--- config.mk ---
export PLATFORM = sky130hd
export DESIGN_NAME = gpu_bus_driver_flat
export DESIGN_NICKNAME = d
export VERILOG_FILES = /design/src/rtl/gpu_bus_driver_if.sv /design/src/rtl/gpu_bus_driver.sv /design/src/flat_wrapper.sv
export SDC_FILE = /design/constraint.sdc
export NUM_CORES = 1
export LEC_CHECK = 0
export BUFFER_PORTS_ARGS = -buffer_cell sky130_fd_sc_hd__buf_2
export CAP_MARGIN = 15
export CORE_MARGIN = 10
export CORE_UTILIZATION = 56
export CTS_CLUSTER_DIAMETER = 200
export DETAILED_ROUTE_END_ITERATION = 6
export HOLD_SLACK_MARGIN = 0.05
export PLACE_DENSITY = 0.82
export SLEW_MARGIN = 20
export SYNTH_ARGS = -nofsm -noshare
export SYNTH_HDL_FRONTEND = slang
export SYNTH_SLANG_ARGS = --single-unit
--- constraint.sdc ---
create_clock -name clk -period 3.45 [get_ports clk]
set_input_delay 0.345 -clock clk [delete_from_list [all_inputs] [get_ports clk]]
set_output_delay 0.345 -clock clk [all_outputs]
set_load 0.02 [all_outputs]
--- src/rtl/gpu_bus_driver_if.sv ---
// Request handshake plus 6502-style write bus of the GPU bus driver.
// master: the driver side; slave: the host/requester side.
`timescale 1ns/1ps
interface gpu_bus_driver_if;
    logic       req_valid;
    logic       req_ready;
    logic [2:0] req_addr;
    logic [7:0] req_data;
    logic       busy;
    logic       done;
    logic       cpu_clk;
    logic       cs;
    logic       rw;
    logic [2:0] addr;
    logic [7:0] data;

    modport master (
        input  req_valid, req_addr, req_data,
        output req_ready, busy, done,
        output cpu_clk, cs, rw, addr, data
    );

    modport slave (
        output req_valid, req_addr, req_data,
        input  req_ready, busy, done,
        input  cpu_clk, cs, rw, addr, data
    );
endinterface

--- src/rtl/gpu_bus_driver.sv ---
// Replays queued register writes as 6502-style bus cycles (cpu_clk/cs/rw/addr/data).
// Ports: clk, rst (async, active-high), bus (gpu_bus_driver_if.master). Macro: GPU_BUS_DRV_FIFO_EN.
`timescale 1ns/1ps
module gpu_bus_driver #(
    parameter int HALF_PERIOD = 25,
    parameter int FIFO_AW     = 4
) (
    input  logic              clk,
    input  logic              rst,
    gpu_bus_driver_if.master  bus
);
    localparam int            CW   = $clog2(HALF_PERIOD);
    localparam logic [CW-1:0] LAST = CW'(HALF_PERIOD - 1);

    typedef enum logic {IDLE, ACTIVE} state_t;

    state_t        r_state;
    state_t        w_state_nxt;
    logic [CW-1:0] r_cnt;
    logic          r_cpu_clk;
    logic          w_wrap;
    logic          w_fe;

    logic          r_cs;
    logic          r_rw;
    logic          r_done;
    logic [2:0]    r_addr;
    logic [7:0]    r_data;
    logic          w_cs_nxt;
    logic          w_rw_nxt;
    logic          w_done_nxt;
    logic [2:0]    w_addr_nxt;
    logic [7:0]    w_data_nxt;

    logic          w_empty;
    logic          w_full;
    logic          w_push;
    logic          w_pop;
    logic [10:0]   w_head;

    assign w_wrap = (r_cnt == LAST);
    // Falling edge of cpu_clk: the GPU samples here, so the bus changes here.
    assign w_fe   = w_wrap && r_cpu_clk;
    // Full is judged before any pop in the same clk.
    assign w_push = bus.req_valid && !w_full;
    assign w_pop  = w_fe && !w_empty;

    always_ff @(posedge clk or posedge rst) begin
        if (rst) begin
            r_cnt     <= '0;
            r_cpu_clk <= 1'b0;
        end else if (w_wrap) begin
            r_cnt     <= '0;
            r_cpu_clk <= ~r_cpu_clk;
        end else begin
            r_cnt     <= r_cnt + 1'b1;
        end
    end

`ifdef GPU_BUS_DRV_FIFO_EN
    localparam int DEPTH = 1 << FIFO_AW;

    logic [10:0]        r_mem [DEPTH];
    logic [FIFO_AW-1:0] r_wptr;
    logic [FIFO_AW-1:0] r_rptr;
    logic [FIFO_AW:0]   r_count;

    assign w_empty = (r_count == '0);
    assign w_full  = (r_count == (FIFO_AW+1)'(DEPTH));
    assign w_head  = r_mem[r_rptr];

    always_ff @(posedge clk) begin
        if (w_push) begin
            r_mem[r_wptr] <= {bus.req_addr, bus.req_data};
        end
    end

    always_ff @(posedge clk or posedge rst) begin
        if (rst) begin
            r_wptr  <= '0;
            r_rptr  <= '0;
            r_count <= '0;
        end else begin
            if (w_push) r_wptr <= r_wptr + 1'b1;
            if (w_pop)  r_rptr <= r_rptr + 1'b1;
            r_count <= r_count + (FIFO_AW+1)'(w_push) - (FIFO_AW+1)'(w_pop);
        end
    end
`else
    logic        r_hold_valid;
    logic [10:0] r_hold;

    assign w_empty = !r_hold_valid;
    assign w_full  = r_hold_valid;
    assign w_head  = r_hold;

    // Push needs an empty register and pop a full one, so they never coincide.
    always_ff @(posedge clk or posedge rst) begin
        if (rst) begin
            r_hold_valid <= 1'b0;
            r_hold       <= '0;
        end else if (w_push) begin
            r_hold_valid <= 1'b1;
            r_hold       <= {bus.req_addr, bus.req_data};
        end else if (w_pop) begin
            r_hold_valid <= 1'b0;
        end
    end
`endif

    always_comb begin
        w_state_nxt = r_state;
        w_cs_nxt    = r_cs;
        w_rw_nxt    = r_rw;
        w_addr_nxt  = r_addr;
        w_data_nxt  = r_data;
        w_done_nxt  = 1'b0;
        if (w_fe) begin
            w_done_nxt = (r_state == ACTIVE);
            if (!w_empty) begin
                w_state_nxt = ACTIVE;
                w_cs_nxt    = 1'b1;
                w_rw_nxt    = 1'b0;
                w_addr_nxt  = w_head[10:8];
                w_data_nxt  = w_head[7:0];
            end else begin
                w_state_nxt = IDLE;
                w_cs_nxt    = 1'b0;
                w_rw_nxt    = 1'b1;
                w_addr_nxt  = '0;
                w_data_nxt  = '0;
            end
        end
    end

    always_ff @(posedge clk or posedge rst) begin
        if (rst) begin
            r_state <= IDLE;
            r_cs    <= 1'b0;
            r_rw    <= 1'b1;
            r_addr  <= '0;
            r_data  <= '0;
            r_done  <= 1'b0;
        end else begin
            r_state <= w_state_nxt;
            r_cs    <= w_cs_nxt;
            r_rw    <= w_rw_nxt;
            r_addr  <= w_addr_nxt;
            r_data  <= w_data_nxt;
            r_done  <= w_done_nxt;
        end
    end

    assign bus.req_ready = !w_full;
    assign bus.busy      = (r_state == ACTIVE) || !w_empty;
    assign bus.done      = r_done;
    assign bus.cpu_clk   = r_cpu_clk;
    assign bus.cs        = r_cs;
    assign bus.rw        = r_rw;
    assign bus.addr      = r_addr;
    assign bus.data      = r_data;
endmodule

--- src/flat_wrapper.sv ---
// flat-port wrapper written by rule: the top's interface ports become plain ports
module gpu_bus_driver_flat 
#(
    parameter int HALF_PERIOD = 25,
    parameter int FIFO_AW     = 4
)
  (clk, rst, bus_req_valid, bus_req_addr, bus_req_data, bus_req_ready, bus_busy, bus_done, bus_cpu_clk, bus_cs, bus_rw, bus_addr, bus_data);
  gpu_bus_driver_if bus_i ();
  input  logic clk;
  input  logic rst;
  input wire logic [$bits(bus_i.req_valid)-1:0] bus_req_valid;
  input wire logic [$bits(bus_i.req_addr)-1:0] bus_req_addr;
  input wire logic [$bits(bus_i.req_data)-1:0] bus_req_data;
  output wire logic [$bits(bus_i.req_ready)-1:0] bus_req_ready;
  output wire logic [$bits(bus_i.busy)-1:0] bus_busy;
  output wire logic [$bits(bus_i.done)-1:0] bus_done;
  output wire logic [$bits(bus_i.cpu_clk)-1:0] bus_cpu_clk;
  output wire logic [$bits(bus_i.cs)-1:0] bus_cs;
  output wire logic [$bits(bus_i.rw)-1:0] bus_rw;
  output wire logic [$bits(bus_i.addr)-1:0] bus_addr;
  output wire logic [$bits(bus_i.data)-1:0] bus_data;
  assign bus_i.req_valid = bus_req_valid;
  assign bus_i.req_addr = bus_req_addr;
  assign bus_i.req_data = bus_req_data;
  assign bus_req_ready = bus_i.req_ready;
  assign bus_busy = bus_i.busy;
  assign bus_done = bus_i.done;
  assign bus_cpu_clk = bus_i.cpu_clk;
  assign bus_cs = bus_i.cs;
  assign bus_rw = bus_i.rw;
  assign bus_addr = bus_i.addr;
  assign bus_data = bus_i.data;
  gpu_bus_driver #(.HALF_PERIOD(HALF_PERIOD), .FIFO_AW(FIFO_AW)) u_core (.clk(clk), .rst(rst), .bus(bus_i));
endmodule
==> impl_metrics.tcl, run 1 <==
set metrics [dict create \
    outcome "complete, no violations" \
    cts_tree "done" \
    die_w_um 69.4 \
    cts.clk_slew.worst_paths_ps 90 \
    routed_wl_mm 2.50 \
    fmax_mhz 510 \
    drt_drc_violations_left 0 \
    critical_path.top_delay_family "simple AND/OR/NAND/NOR gates" \
    via_per_inst 5.15 \
    synth_top_area_frac 0.569 \
    yosys_most_used_dff "dfrtp_1" \
    grt_pass1_vias 879 \
    peakVddDrop_mv 0.329 \
    overflow 0 \
    grt_pass1_wl_mm 4.22 \
    gp_congestion 0.731 \
    drt_first_pass_iters 4 \
    num_antenna_cells 0 \
    rsz0062_at_grt "no" \
    rows 17 \
    min_period_ps 1960 \
    area_delta_synth_final_pct 13.7 \
    regArea_um2 802 \
    post_cts_buffers 0 \
    die_y_um 69.4 \
    setup_violations 0 \
    synth_seq_cells 32 \
    crit_slowest_cell "and4b_1" \
    finalHoldWorstSlack_ps 91.7 \
    crit_path_max_fanout 16 \
    synth_fp_nets 117 \
    p_leak_nw 0.870 \
    hold_path.class "in2async" \
    drt_iter0_drc 30 \
    start_util 0.599 \
    crit_required_ps 3660 \
    antenna_found_initial 0 \
    max_cap_violations 0 \
    worstSkewPairLatency_ps 330 \
    async_flop_share 1.00 \
    grtUsageTotal 0.110 \
    nNetsFinal 147 \
    crit_arrival_ps 2170 \
    ys_types 24 \
    end_kind "flip-flop" \
    power_frac_comb 0.079 \
    dp_hpwl_mm 1.89 \
    fin_setup_tns_ps 0 \
    synth_common_cells "31 x dfrtp_1, 13 x mux2_2, 11 x nand4_1" \
    synth_edf_count 0 \
    dieArea_um2 4810 \
    clkPwrFrac 0.325 \
    slew_violations 0 \
    cts-root-buf "clkbuf_4" \
    cts.path.max_buffers 2 \
    critPathKind "reg2reg" \
    drt-wirelength-per-cell_um 15.6 \
    syn_avg_cell_area_um2 13.5 \
    cts_hold_buf 0 \
    core_area_um2 2280 \
    cts.sinks 32 \
    drive_above_1_share 0.409 \
    swShare 0.217 \
    antenna_left 0 \
    internal_power_w 0.000527 \
    cp_slowest_stage_delay_ps 610 \
    grt_start_max_net_pins 33 \
    hold_viol 0 \
    post_cts_resized 0 \
    cts-htree-levels 2 \
    critPathLaunchType "flip-flop" \
    fin_crit_sh 0.568 \
    crit_chain "inv_1, ha_1, and4b_1, nand2_4, mux2_2" \
    ioPinCount 31 \
    synth.area.top_cells "dfrtp_1 57%, mux2_2 11%, a21bo_1 7.3%" \
    multi_input_area_um2 489 \
    vias 824 \
    skew_ps 7.84 \
    seqPwrFrac 0.596 \
    yosys_warnings 0 \
    synthesis.area_um2 1360 \
    switchingPower_w 0.000146 \
    path_buf_inv 1 \
    synthCells 101 \
    p_per_area_nw_per_um2 434 \
    tightest_slew_ps 864 \
    yosysTopAreaCell "dfrtp_1" \
    fill_cells 167 \
    yosys.cell_count.top_type "dfrtp_1" \
    io_buffers 30 \
    slew_headroom 0.423 \
    cts_inserted_buffers 5 \
    seq_area_frac_synth 0.588 \
]
cells by family after synthesis:
kind of cell               synth area share
muxes                                 0.129
and+or+nand+nor                       0.103
buffers and inverters                0.0532
adders and majority gates            0.0183
AOI/OAI and AO/OA                    0.0954
DFF                                   0.588
xor gates and xnor gates             0.0128
worst reg2reg max path, cell delays in order, from the launching register on:
cell,delay [ps]
dfrtp_1,420
inv_1,70
ha_1,210
and4b_1,610
nand2_4,210
mux2_2,330
power by group through the flow:
stage | sequential (W) | combinational (W) | clock, W
after floorplan | 0.000404 | 0.0000415 | 0
after global placement | 0.000407 | 0.0000521 | 0
after detailed placement | 0.000408 | 0.0000547 | 0
after CTS | 0.000400 | 0.0000548 | 0.000225
after global routing | 0.000402 | 0.0000607 | 0.000246
final | 0.000400 | 0.0000532 | 0.000219
layer usage:
layer  vias up  GRT usage  wire (um)
met3         6     0.0670        201
met4         0     0.0466         43
met2        21      0.167       1170
li1        415          -          -
met1       382      0.120       1080
met5         -          0          0
cell type report:
class / instances / area share
clock buffer: 8 / 0.0379
tap: 28 / 0.0226
inverter: 4 / 0.00969
timing repair buffer: 30 / 0.0969
sequential: 32 / 0.517
multi-input combinational: 58 / 0.316
registers in the layout, summed over array words and instances (netlist names):
name	count
u_core.bus.addr	3
u_core.bus.cpu_clk	1
u_core.bus.data	8
u_core.bus.done	1
u_core.bus.rw	1
u_core.r_cnt	5
u_core.r_hold	11
u_core.r_hold_valid	1
u_core.r_state	1
per-stage QoR:
step / total power, W / utilization / setup slack [ps] / std cells / area (um2)
5_1_grt: 0.000709 / 0.681 / 1340 / 160 / 1550
4_1_cts: 0.000680 / 0.681 / 1480 / 160 / 1550
6_report: 0.000672 / 0.681 / 1490 / 160 / 1550
3_3_place_gp: 0.000459 / 0.655 / 1590 / 152 / 1490
2_1_floorplan: 0.000446 / - / 1990 / 101 / 1360
3_5_place_dp: 0.000463 / 0.655 / 1480 / 152 / 1490
layout by cell type (no fill, tap or decap):
master	instances
nand3_1	1
nor2_1	2
buf_2	30
inv_1	3
ha_1	2
a31oi_1	1
a21bo_1	10
a22o_1	1
nand2_4	1
clkbuf_8	1
clkbuf_4	5
inv_2	1
dfstp_2	1
xor2_1	2
mux2_2	13
and4b_1	1
a21bo_2	1
nand2_1	5
nor2b_1	1
or2_2	1
clkbuf_1	2
nand4_1	11
mux2i_1	3
o21ai_0	1
dfrtp_1	31
and3_1	1
path summary, 6_finish.rpt:
check                                         from            endpoint  slack [ps]  depth (start not counted)
worst max-delay path               u_core.r_cnt[0]      u_core.r_state        1490                          5
worst min-delay path                           rst     u_core.r_cnt[1]          90                          2
worst max register to register     u_core.r_cnt[0]      u_core.r_state        1490                          5
worst min register to register  u_core.bus.data[5]  u_core.bus.data[5]         480                          1
max in group asynchronous                      rst  u_core.bus.data[1]        2940                          2
min in group clk                   bus_req_addr[1]    u_core.r_hold[9]         240                          2
No activity file was read; power rests on OpenSTA's default activity.
==> run 2, diff against run 1 <==
--- a/config.mk
+++ b/config.mk
@@ -5,14 +5,15 @@
 export SDC_FILE = /design/constraint.sdc
 export NUM_CORES = 1
 export LEC_CHECK = 0
+export ABC_AREA = 1
 export BUFFER_PORTS_ARGS = -buffer_cell sky130_fd_sc_hd__buf_2
 export CAP_MARGIN = 15
 export CORE_MARGIN = 10
-export CORE_UTILIZATION = 56
+export CORE_UTILIZATION = 47
 export CTS_CLUSTER_DIAMETER = 200
 export DETAILED_ROUTE_END_ITERATION = 6
 export HOLD_SLACK_MARGIN = 0.05
-export PLACE_DENSITY = 0.82
+export PLACE_DENSITY = 0.73
 export SLEW_MARGIN = 20
 export SYNTH_ARGS = -nofsm -noshare
 export SYNTH_HDL_FRONTEND = slang
==> constraint.sdc (replaced) <==
create_clock -name clk -period 1.7 [get_ports clk]
set_input_delay 0.17 -clock clk [delete_from_list [all_inputs] [get_ports clk]]
set_output_delay 0.17 -clock clk [all_outputs]
set_load 0.02 [all_outputs]
==> run 2 against run 1 <==
Sequential power increased by 100%. Die area increased by 17%. Cell count increased by 39%. Sequential cell count unchanged. Non-clock buffer count increased by 5. Core utilization decreased by 8.6 points. Clock skew increased by 5.9 ps. Global-route usage increased by 1.2 points. Highest routed layer unchanged.
==> impl_metrics.tcl, run 2 <==
set metrics [dict create \
    fin_setup_tns_ps 0 \
    wl_met3_um 194 \
    max_cap_violations 0 \
    crit_chain "inv_1, nand2_1, buf_2" \
    cts_inserted_buffers 5 \
    yosysTopAreaCell "dfrtp_1" \
    ys_types 20 \
    grt_pass1_wl_mm 5.22 \
    async_flop_share 1.00 \
    final_common_cell "nand2_1" \
    start_util 0.502 \
    yosys_warnings 0 \
    met2_length_mm 1.30 \
    cts.sinks 32 \
    finalHoldWorstSlack_ps 57.5 \
    die_y_um 75.0 \
    synth_common_cells "65 x nand2_1, 31 x dfrtp_1, 15 x nand3_1" \
    hold_path.class "in2reg" \
    cp_slowest_stage_delay_ps 380 \
    placedCellCount 212 \
    synthesis.area_um2 1420 \
    rows 19 \
    fmax_mhz 686 \
    gp_congestion 0.771 \
    hold_depth 3 \
    nNetsFinal 207 \
    cts.clk_slew.worst_paths_ps 100 \
    peakVddDrop_mv 0.838 \
    regMostFlops "u_core.r_hold" \
    fin_util 0.595 \
    skew_ps 13.8 \
    synth.area.top_cells "dfrtp_1 55%, nand2_1 17%, nand3b_1 5.8%" \
    synth_edf_count 0 \
    routed_wl_mm 2.83 \
    cts_tree "done" \
    top_layer "met4" \
    synth_seq_cells 32 \
    crit_required_ps 1530 \
    fin_crit_sh 0.857 \
    rsz0062_at_grt "no" \
    syn_avg_cell_area_um2 9.11 \
    drt-wirelength-per-cell_um 12.7 \
    reg2reg_depth 7 \
    io_buffers 30 \
    worstSkewPairLatency_ps 340 \
    outcome "complete, no violations" \
    wl_met1_mm 1.29 \
    slew_headroom 0.662 \
    end_kind "primary output" \
    r2r-end "u_core.bus.addr[1]" \
    r2r_slack_ps 280 \
    drt_first_pass_iters 4 \
    final_cell_mix "65 x nand2_1, 31 x dfrtp_1, 30 x buf_2" \
    via_per_inst 4.92 \
    setup_violations 0 \
    drive_above_1_share 0.250 \
    grtUsageTotal 0.122 \
    antenna_found_initial 0 \
    grt_start_max_net_pins 33 \
    ioPinCount 31 \
    drt_drc_violations_left 0 \
    area_delta_synth_final_pct 18.5 \
    crit_slowest_cell "dfrtp_1" \
    synth_fp_nets 172 \
    placed_cell_area_um2 1580 \
    fin_area_um2 1680 \
    tightest_slew_ps 507 \
    stdcell_count 223 \
    min_period_ps 1460 \
    fill_cells 250 \
    crit_arrival_ps 1290 \
    die_w_um 75.0 \
    synthCells 156 \
    critPathLaunch "u_core.r_hold_valid" \
    overflow 0 \
    crit_end "bus_busy" \
    largest_reg_flops 11 \
    core_area_um2 2830 \
    dieArea_um2 5620 \
    yosys.cell_count.top_type "nand2_1" \
    critPathLaunchType "flip-flop" \
    dp_hpwl_mm 2.16 \
    p_per_area_nw_per_um2 888 \
    cts.path.max_buffers 2 \
    critPathKind "reg2out" \
    slew_violations 0 \
    crit_path_max_fanout 15 \
    yosys_most_used_dff "dfrtp_1" \
    cts-root-buf "clkbuf_4" \
    vias 1098 \
    grt_pass1_vias 1105 \
    cts-htree-levels 2 \
    r2r-start "u_core.r_cnt[0]" \
    hold_viol 0 \
    seq_area_frac_synth 0.564 \
    synth_top_area_frac 0.546 \
    num_antenna_cells 0 \
    antenna_left 0 \
    p_leak_nw 0.972 \
    drt_iter0_drc 77 \
]
-- run 2: changes by cell type after synthesis, moves of 3 or more --
cell and delta:
mux2i_1 -3, nand4_1 -11, inv_1 +4, nand3b_1 +11
nand2_1 +60, mux2_2 -13, a21bo_1 -10, nand3_1 +14
-- run 2: power by group --
group	internal (W)	total (W)	switching (W)	leakage, nW
sequential	0.000795	0.000812	0.0000171	0.413
combinational	0.0000573	0.000117	0.0000594	0.517
clock	0.000308	0.000566	0.000258	0.0422
total	0.00116	0.00150	0.000335	0.972
-- run 2: cell type report --
cell class                      instances  area (um2)  share of cell area
Clock buffer                            6        41.3              0.0245
Clock inverter                          2        35.0              0.0208
Inverter                                9        33.8              0.0201
Multi-Input combinational cell        108         538               0.319
Sequential cell                        32         802               0.476
Tap cell                               31        38.8              0.0230
Timing Repair Buffer                   35         195               0.116
-- run 2: critical path: cells and delay by family, from the launching register on --
kind	cells	cell delay, ps
buffers and inverters	2	490
DFF	1	380
and+or+nand+nor	1	90
-- run 2: metal layers --
layer	track usage	vias to the layer above
li1	-	559
met1	0.145	506
met2	0.181	26
met3	0.0552	7
met4	0.0630	0
met5	0	-
-- run 2: repair_timing --
item / CTS / global route
setup buffers: 0 / 0
gates resized for setup: 0 / 0
hold buffers: 3 / 0
endpoints found under the hold margin: 33 / 0
-- run 2: through the flow --
stage / power (W) / worst slack (ps)
after CTS: 0.00151 / 213
after detailed placement: 0.000942 / 289
after floorplan: 0.000902 / 439
after global routing: 0.00158 / 113
final: 0.00150 / 243
after global placement: 0.000935 / 368
-- run 2: how the worst min path moves through the flow --
stage,end,from
floorplan,u_core.bus.addr[0],rst
global placement,u_core.r_cnt[4],rst
detailed placement,u_core.bus.addr[2],rst
CTS,u_core.r_hold[3],bus_req_data[3]
global route,u_core.r_hold[2],bus_req_data[2]
finish,u_core.r_hold[5],bus_req_data[5]
-- run 2: logic make-up (layout without fill, tap and decap cells) --
| kind of cell | count (synthesis) | in the layout | share of synthesized area |
|---|---|---|---|
| AND/OR/NAND/NOR | 103 | 103 | 0.346 |
| buffers and inverters | 16 | 52 | 0.0572 |
| AO/OA/AOI/OAI | 2 | 2 | 0.00880 |
| XOR/XNOR | 1 | 1 | 0.00616 |
| flip-flops | 32 | 32 | 0.564 |
| adder cells (fa/ha/maj) | 2 | 2 | 0.0176 |
